### config.mk
export PLATFORM = sky130hd
export DESIGN_NAME = mem_port_arbiter
export DESIGN_NICKNAME = d
export VERILOG_FILES = /design/src/rtl/mem_port_arbiter.sv
export SDC_FILE = /design/constraint.sdc
export NUM_CORES = 1
export LEC_CHECK = 0
export ABC_AREA = 1
export BUFFER_PORTS_ARGS = -buffer_cell sky130_fd_sc_hd__buf_2
export CAP_MARGIN = 30
export CORE_ASPECT_RATIO = 2
export CORE_MARGIN = 2
export CORE_UTILIZATION = 43
export CTS_BUF_LIST = sky130_fd_sc_hd__clkbuf_4 sky130_fd_sc_hd__clkbuf_8 sky130_fd_sc_hd__clkbuf_16
export CTS_CLUSTER_SIZE = 16
export DETAILED_ROUTE_END_ITERATION = 6
export GPL_ROUTABILITY_DRIVEN = 0
export PLACE_DENSITY = 0.8
export SLEW_MARGIN = 15
export SYNTH_ARGS = -nofsm -noshare
export SYNTH_HDL_FRONTEND = slang
export SYNTH_SLANG_ARGS = --single-unit
### constraint.sdc
create_clock -name clk_i -period 1.42 [get_ports clk_i]
set_input_delay 0.213 -clock clk_i [delete_from_list [all_inputs] [get_ports clk_i]]
set_output_delay 0.213 -clock clk_i [all_outputs]
set_load 0.01 [all_outputs]
### src/rtl/mem_port_arbiter.sv
`timescale 1ns/1ps
// mem_port_arbiter
// Shares one multi-cycle external memory port between the instruction-fetch
// requester and the MEM-stage data requester. Exactly one access is in
// flight at a time: IDLE picks a winner and registers the request, BUSY
// waits for the single-cycle acknowledge (or gives up after TIMEOUT_CYC
// cycles), and RESP returns a one-cycle ready pulse to the winner.
module mem_port_arbiter #(
    parameter int ADDR_W       = 32,
    parameter int DATA_W       = 32,
    parameter int STARVE_LIMIT = 4,
    parameter int TIMEOUT_CYC  = 255
) (
    input  logic              clk_i,
    input  logic              rst_i,
    // fetch requester (read only)
    input  logic              if_req_i,
    input  logic [ADDR_W-1:0] if_addr_i,
    output logic              if_ready_o,
    output logic [DATA_W-1:0] if_rdata_o,
    // data requester (load/store)
    input  logic              dm_req_i,
    input  logic              dm_we_i,
    input  logic [ADDR_W-1:0] dm_addr_i,
    input  logic [DATA_W-1:0] dm_wdata_i,
    output logic              dm_ready_o,
    output logic [DATA_W-1:0] dm_rdata_o,
    // external memory port
    output logic              mem_req_o,
    output logic              mem_we_o,
    output logic [ADDR_W-1:0] mem_addr_o,
    output logic [DATA_W-1:0] mem_wdata_o,
    input  logic              mem_ack_i,
    input  logic [DATA_W-1:0] mem_rdata_i,
    // pipeline status
    output logic              stall_o,
    output logic              err_o
);

    // Counter widths sized to hold their terminal values.
    localparam int SC_W = (STARVE_LIMIT > 0) ? $clog2(STARVE_LIMIT + 1) : 1;
    localparam int TC_W = (TIMEOUT_CYC > 1) ? $clog2(TIMEOUT_CYC + 1) : 1;

    // Starvation threshold and the last BUSY count before the access is abandoned.
    localparam logic [SC_W-1:0] SC_MAX  = SC_W'(STARVE_LIMIT);
    localparam logic [TC_W-1:0] TC_LAST = TC_W'(TIMEOUT_CYC - 1);

    typedef enum logic [1:0] {
        IDLE = 2'd0,
        BUSY = 2'd1,
        RESP = 2'd2
    } state_t;

    state_t            state;
    state_t            state_nxt;

    // Decisions produced by the next-state logic for the datapath registers.
    logic              grant;       // a winner is picked this cycle
    logic              grant_data;  // the winner is the data requester
    logic              finish;      // the in-flight access ends this cycle
    logic              abort;       // it ends because the memory never answered

    // Registered context of the in-flight access.
    logic              win_data;
    logic [SC_W-1:0]   starve_cnt;
    logic [TC_W-1:0]   tmo_cnt;

    // State register; reset abandons any access in flight.
    always_ff @(posedge clk_i) begin
        if (rst_i) begin
            state <= IDLE;
        end else begin
            state <= state_nxt;
        end
    end

    // Next-state and arbitration decisions.
    always_comb begin
        state_nxt  = state;
        grant      = 1'b0;
        grant_data = 1'b0;
        finish     = 1'b0;
        abort      = 1'b0;
        case (state)
            IDLE: begin
                if (if_req_i || dm_req_i) begin
                    grant = 1'b1;
                    // Data normally wins a tie; fetch wins once it has been
                    // passed over STARVE_LIMIT times in a row.
                    grant_data = dm_req_i && (!if_req_i || (starve_cnt != SC_MAX));
                    state_nxt  = BUSY;
                end
            end
            BUSY: begin
                // An ack arriving on the timeout cycle still counts as success.
                if (mem_ack_i) begin
                    finish    = 1'b1;
                    state_nxt = RESP;
                end else if (tmo_cnt == TC_LAST) begin
                    finish    = 1'b1;
                    abort     = 1'b1;
                    state_nxt = RESP;
                end
            end
            RESP: begin
                // Inputs seen here belong to the next arbitration round.
                state_nxt = IDLE;
            end
            default: begin
                state_nxt = IDLE;
            end
        endcase
    end

    // Memory port registers: loaded at grant, held through BUSY.
    always_ff @(posedge clk_i) begin
        if (rst_i) begin
            mem_req_o   <= 1'b0;
            mem_we_o    <= 1'b0;
            mem_addr_o  <= '0;
            mem_wdata_o <= '0;
        end else if (grant) begin
            mem_req_o   <= 1'b1;
            mem_we_o    <= grant_data & dm_we_i;
            mem_addr_o  <= grant_data ? dm_addr_i : if_addr_i;
            mem_wdata_o <= grant_data ? dm_wdata_i : '0;
        end else if (finish) begin
            mem_req_o   <= 1'b0;
        end
    end

    // Remember which requester owns the in-flight access.
    always_ff @(posedge clk_i) begin
        if (rst_i) begin
            win_data <= 1'b0;
        end else if (grant) begin
            win_data <= grant_data;
        end
    end

    // Count data grants taken while fetch was also waiting; a fetch grant resets it.
    always_ff @(posedge clk_i) begin
        if (rst_i) begin
            starve_cnt <= '0;
        end else if (grant) begin
            if (!grant_data) begin
                starve_cnt <= '0;
            end else if (if_req_i && (starve_cnt != SC_MAX)) begin
                starve_cnt <= starve_cnt + SC_W'(1);
            end
        end
    end

    // Count BUSY cycles without an acknowledge; restarts with every grant.
    always_ff @(posedge clk_i) begin
        if (rst_i) begin
            tmo_cnt <= '0;
        end else if (grant) begin
            tmo_cnt <= '0;
        end else if ((state == BUSY) && !finish) begin
            tmo_cnt <= tmo_cnt + TC_W'(1);
        end
    end

    // One-cycle ready pulse to the winner, coinciding with RESP.
    always_ff @(posedge clk_i) begin
        if (rst_i) begin
            if_ready_o <= 1'b0;
            dm_ready_o <= 1'b0;
        end else begin
            if_ready_o <= finish & ~win_data;
            dm_ready_o <= finish & win_data;
        end
    end

    // Return read data to the winner; an abandoned access returns zero and a
    // completed store leaves the load data untouched.
    always_ff @(posedge clk_i) begin
        if (rst_i) begin
            if_rdata_o <= '0;
            dm_rdata_o <= '0;
        end else if (finish) begin
            if (win_data) begin
                if (abort) begin
                    dm_rdata_o <= '0;
                end else if (!mem_we_o) begin
                    dm_rdata_o <= mem_rdata_i;
                end
            end else begin
                if_rdata_o <= abort ? '0 : mem_rdata_i;
            end
        end
    end

    // Sticky timeout flag, cleared only by reset.
    always_ff @(posedge clk_i) begin
        if (rst_i) begin
            err_o <= 1'b0;
        end else if (abort) begin
            err_o <= 1'b1;
        end
    end

    // A requester stalls the pipeline until the cycle its ready pulse arrives.
    assign stall_o = (if_req_i & ~if_ready_o) | (dm_req_i & ~dm_ready_o);

endmodule

== Yosys cells after proc, flatten, opt, wreduce, memory -nomap -nowiden ==
Cells that the tools add are included.
Widths: inputs -> output; s select.

* Output and inout bits: 134
* Logic and storage cells: 67
* Bits in registers: 147
* Input bits: 134

* Add/subtract/negate cells: 2
* Eq/ne operators: 7
* Reductions and logical operators: 14
* Bitwise logic cells: 9
* Mux-type cells: 22

{| class="wikitable"
|+ Operators with widths
! cell !! number
|-
| $mux 32 || 5
|-
| $mux 1 || 11
|-
| $add 8x1->8 const B || 1
|-
| $eq 8x8->1 const B || 1
|-
| $mux 2 || 3
|-
| $mux 3 || 2
|-
| $ne 3x3->1 const B || 2
|-
| $reduce_and 2->1 || 3
|-
| $and 1x1->1 || 5
|-
| $ne 2x1->1 const B || 2
|-
| $pmux 2 s2 || 1
|-
| $add 3x1->3 const B || 1
|-
| $logic_and 1x1->1 || 3
|-
| $not 1->1 || 3
|-
| $reduce_and 3->1 || 1
|-
| $eq 2x1->1 const B || 1
|-
| $logic_not 1->1 || 2
|-
| $logic_not 2->1 || 1
|-
| $logic_or 1x1->1 || 2
|-
| $ne 2x2->1 const B || 1
|-
| $reduce_bool 2->1 || 1
|-
| $reduce_or 2->1 || 1
|-
| $or 1x1->1 || 1
|}

== Depth between registers and ports, before layout ==
* Depth after elaboration: 7
* Gate-level depth with buffers: 12
* Mapped depth without buffers: 10

== Worst setup path after synthesis ==
OpenSTA, ideal clock, no wires.

* Path type: reg2reg
* From: reg tmo_cnt[0]
* To: reg if_rdata_o[0]
* Arrival: 1,401 ps
* Buffers on the path: 2
* Setup slack: -95 ps
* Library setup time: 114 ps
* Clock period less this slack: 1,515 ps
* Required time: 1,306 ps
* Stages on the path, launching flop included: 12
* Cell sequence: dfxtp_1 > inv_1 > ha_1 > nand2_1 > nor2_1 > nand2_2 > nand2_2 > nand3_2 > buf_6 > buf_2 > a21oi_1 > nor2_1

* Longest elaborated chain between the ends: 5
* Elaborated cells between the ends (all ways): 8
* Those cells by class: eq/ne (1); mux (6); reduce/logical (1)

{| class="wikitable"
|+ RTL lines
! what !! RTL line !! RTL
|-
| from (decl) || 66 || <nowiki>logic [TC_W-1:0] tmo_cnt;</nowiki>
|-
| from (signal assigned) || 161 || <nowiki>tmo_cnt <= tmo_cnt + TC_W'(1);</nowiki>
|-
| $eq 8x8->1 * || 99 || <nowiki>end else if (tmo_cnt == TC_LAST) begin</nowiki>
|-
| $mux 1 * || 99 ||
|-
| $mux 1 || 96 || <nowiki>if (mem_ack_i) begin</nowiki>
|-
| $mux 1 || 84 || <nowiki>case (state)</nowiki>
|-
| $mux 32 or $reduce_and 2->1 (tied branches) || -- ||
|-
| to (signal assigned) || 190 || <nowiki>if_rdata_o <= abort ? '0 : mem_rdata_i;</nowiki>
|-
| to (decl) || 20 || <nowiki>output logic [DATA_W-1:0] if_rdata_o,</nowiki>
|}

Every way passes the cells marked *; elsewhere a longest branch is shown, timed or not.
A chain may end at the register's enable or synchronous reset.

== Worst setup path after layout ==
* From: reg tmo_cnt[0]
* To: reg if_rdata_o[18]

Same word-level chain as after synthesis.

==> flow_summary.yaml <==
run_status:
  status: "finished, violations left"
  violations: "setup timing"
min_path:
  hp-class: "in -> reg"
  hp-start: "if_addr_i[15]"
worst_setup_path:
  crit_required_ps: 1720
  critPathSlowestCell: "dfxtp_2"
  path_max_fanout: 11
  r2r_setup_slack_ps: -180
  startpoint: "tmo_cnt[0]"
  cp_data_arrival_time_ps: 1900
  critPathKind: "reg -> reg"
  crit_buf_inv: 3
  cp-start-kind: "flop"
  critPathCaptureType: "flop"
  r2r-start: "tmo_cnt[0]"
  path_common_cell: "nand2_4"
  path_cells: "inv_2, ha_4, nand2_4, nor2_4, nand2_2, nand2_4, nand3_4, buf_12, clkbuf_16, a21oi_1, nor2_1"
  cp_top_family: "simple AND/OR/NAND/NOR gates"
  max_stage_delay_ps: 320
floorplanning:
  die_y_microns: 174
  placementRows: 62
  core_area_sq_mm: 0.0143
  die_x_microns: 89.0
  ios: 268
  die-area_sq_mm: 0.0155
  initial_utilization_pct: 43.5
cts:
  root_buffer: "clkbuf_16"
  numCtsBuffers: 17
  clkSlewWorstSetupHoldPaths_ps: 70
  insertion_delay_ps: 410
  cts_tree: "done"
  ctsLongestPathBuffers: 2
  cts_max_level: 4
  cts.sinks: 147
detailed_routing:
  drc: 0
  wl_per_cell_microns: 14.7
  wl_mm: 21.0
  drt_iter0_drc: 300
  ant_nets: 0
  vias: 6872
  avgViaCountPerCell: 4.81
  drt_pre_antenna_iters: 6
pwr:
  powerDensity_mw_per_mm2: 1150
  power_w: 0.0110
  ir_drop_mv: 0.886
  p_leak_nw: 4.90
layout:
  stdcell_count: 1428
  nets: 1361
  num-fill-cells: 1223
  areaGrowthSynthToFinish_pct: 54.2
  fin_util_pct: 67.1
  final_common_cell: "buf_2"
  drive_gt1_share_pct: 39.0
  final_cell_mix: "buf_2 (267), nand2_1 (261), dfxtp_1 (141)"
  n_antenna_cell: 0
synthesis:
  synth_ff_type: "dfxtp_1"
  async_flop_share_pct: 0
  syn_nets: 1058
  synth_cell_type_count: 28
  ys_seq_area_share_pct: 47.4
  ys.warnings.count: 0
  synth_cells: 920
  synth.cell_area_sq_mm: 0.00621
  synth_edf_count: 0
  syn_area_per_cell_sq_um: 6.75
  ys_seq_elements: 147
global_routing:
  grt_use_total_pct: 22.6
  grt_pass1_vias: 6146
  antenna_found_initial: 0
  overflow: 0
  grt_max_degree: 67
  grt_pass1_wl_mm: 27.9
sta:
  hold_viol: 0
  skew_ps: 11.4
  fin_crit_ps: 1600
  fin_ws_ps: -177
  drv_slew: 0
  max_freq_ghz: 0.626
  tightest_slew_ps: 366
  holdWs_ps: 35.4
  post-route-period-util_pct: 112
  rsz0062_at_grt: "yes"
  setup_viol: 66
  max_slew_margin_pct: 75.6
place:
  io_buffer_count: 267
  dpl.hpwl_mm: 12.6
  placedCellCount: 1363
run:
  drv_cap: 0
worst paths after layout:
kind                    end  cells after the start
max          if_rdata_o[18]                     11
max reg2reg  if_rdata_o[18]                     11
min          mem_addr_o[15]                      3
min reg2reg  mem_addr_o[19]                      2
final cells by class:
type | count | area (sq um) | area share, %
Timing Repair Buffer | 334 | 2340 | 24.5
Clock inverter | 12 | 123 | 1.28
Tap cell | 192 | 240 | 2.51
Inverter | 118 | 463 | 4.83
Clock buffer | 20 | 460 | 4.81
Multi-Input combinational cell | 605 | 3000 | 31.3
Sequential cell | 147 | 2950 | 30.8
routing by layer:
layer | vias up | global-route usage [%] | wire [microns]
met3 | 52 | 4.94 | 1040
li1 | 3398 | - | -
met4 | 0 | 9.14 | 766
met1 | 3159 | 23.0 | 7270
met5 | - | 0 | 0
met2 | 263 | 42.7 | 12000
stage by stage:
| step | setup WS, ps | setup TNS [ps] | area, sq um |
|---|---|---|---|
| floorplan | -27.4 | -580 | 6250 |
| global placement | -65.3 | -1070 | 7930 |
| detailed placement | -101 | -3700 | 7930 |
| CTS | -90.5 | -3580 | 8580 |
| global route | -260 | -11960 | 9580 |
| finish | -177 | -5630 | 9580 |
power by group:
group	internal [W]	switching [W]	total [W]
logic	0.000941	0.00116	0.00210
clock network	0.00256	0.00184	0.00440
registers	0.00440	0.000143	0.00455
logic make-up (layout without fill, tap and decap cells):
group                      Yosys count  in the layout  share of synthesized area [%]
buffers and inverters              168            484                           11.2
AOI/OAI and AO/OA                  129            129                           10.5
and+or+nand+nor                    470            470                           29.8
xor gates and xnor gates             2              2                          0.282
adders and majority gates            4              4                          0.806
DFF                                147            147                           47.4
registers in the layout (all words and copies together), names as in the netlist:
register / cells
dm_rdata_o: 32
mem_wdata_o: 32
if_ready_o: 1
mem_req_o: 1
starve_cnt: 3
err_o: 1
if_rdata_o: 32
mem_addr_o: 32
dm_ready_o: 1
win_data: 1
tmo_cnt: 8
mem_we_o: 1
state: 2
repair_timing:
action / in CTS / in global routing
setup endpoints to repair: 84 / 138
gates cloned: 1 / 20
buffers inserted: 0 / 12
hold buffers: 0 / 0
gates resized for setup: 18 / 170
pin swaps: 0 / 44
Yosys cell counts, types with 4 or more instances:
cell type  count  share of area, %
a21oi_1       60               4.8
buf_2         23               1.9
clkbuf_1      18               1.1
dfxtp_1      147                47
ha_1           4              0.81
inv_1        115               6.9
nand2_1      274                17
nand2_2        5              0.50
nand3_1       22               1.8
nor2_1       157               9.5
o21ai_0       40               3.2
o21ai_1       25               2.0
tightest hold or removal path, cell delays in order:
cell and delay [ps]:
buf_2 80, nor2_1 30, o21ai_1 90
Note: power is estimated with default switching activity, not from simulation.
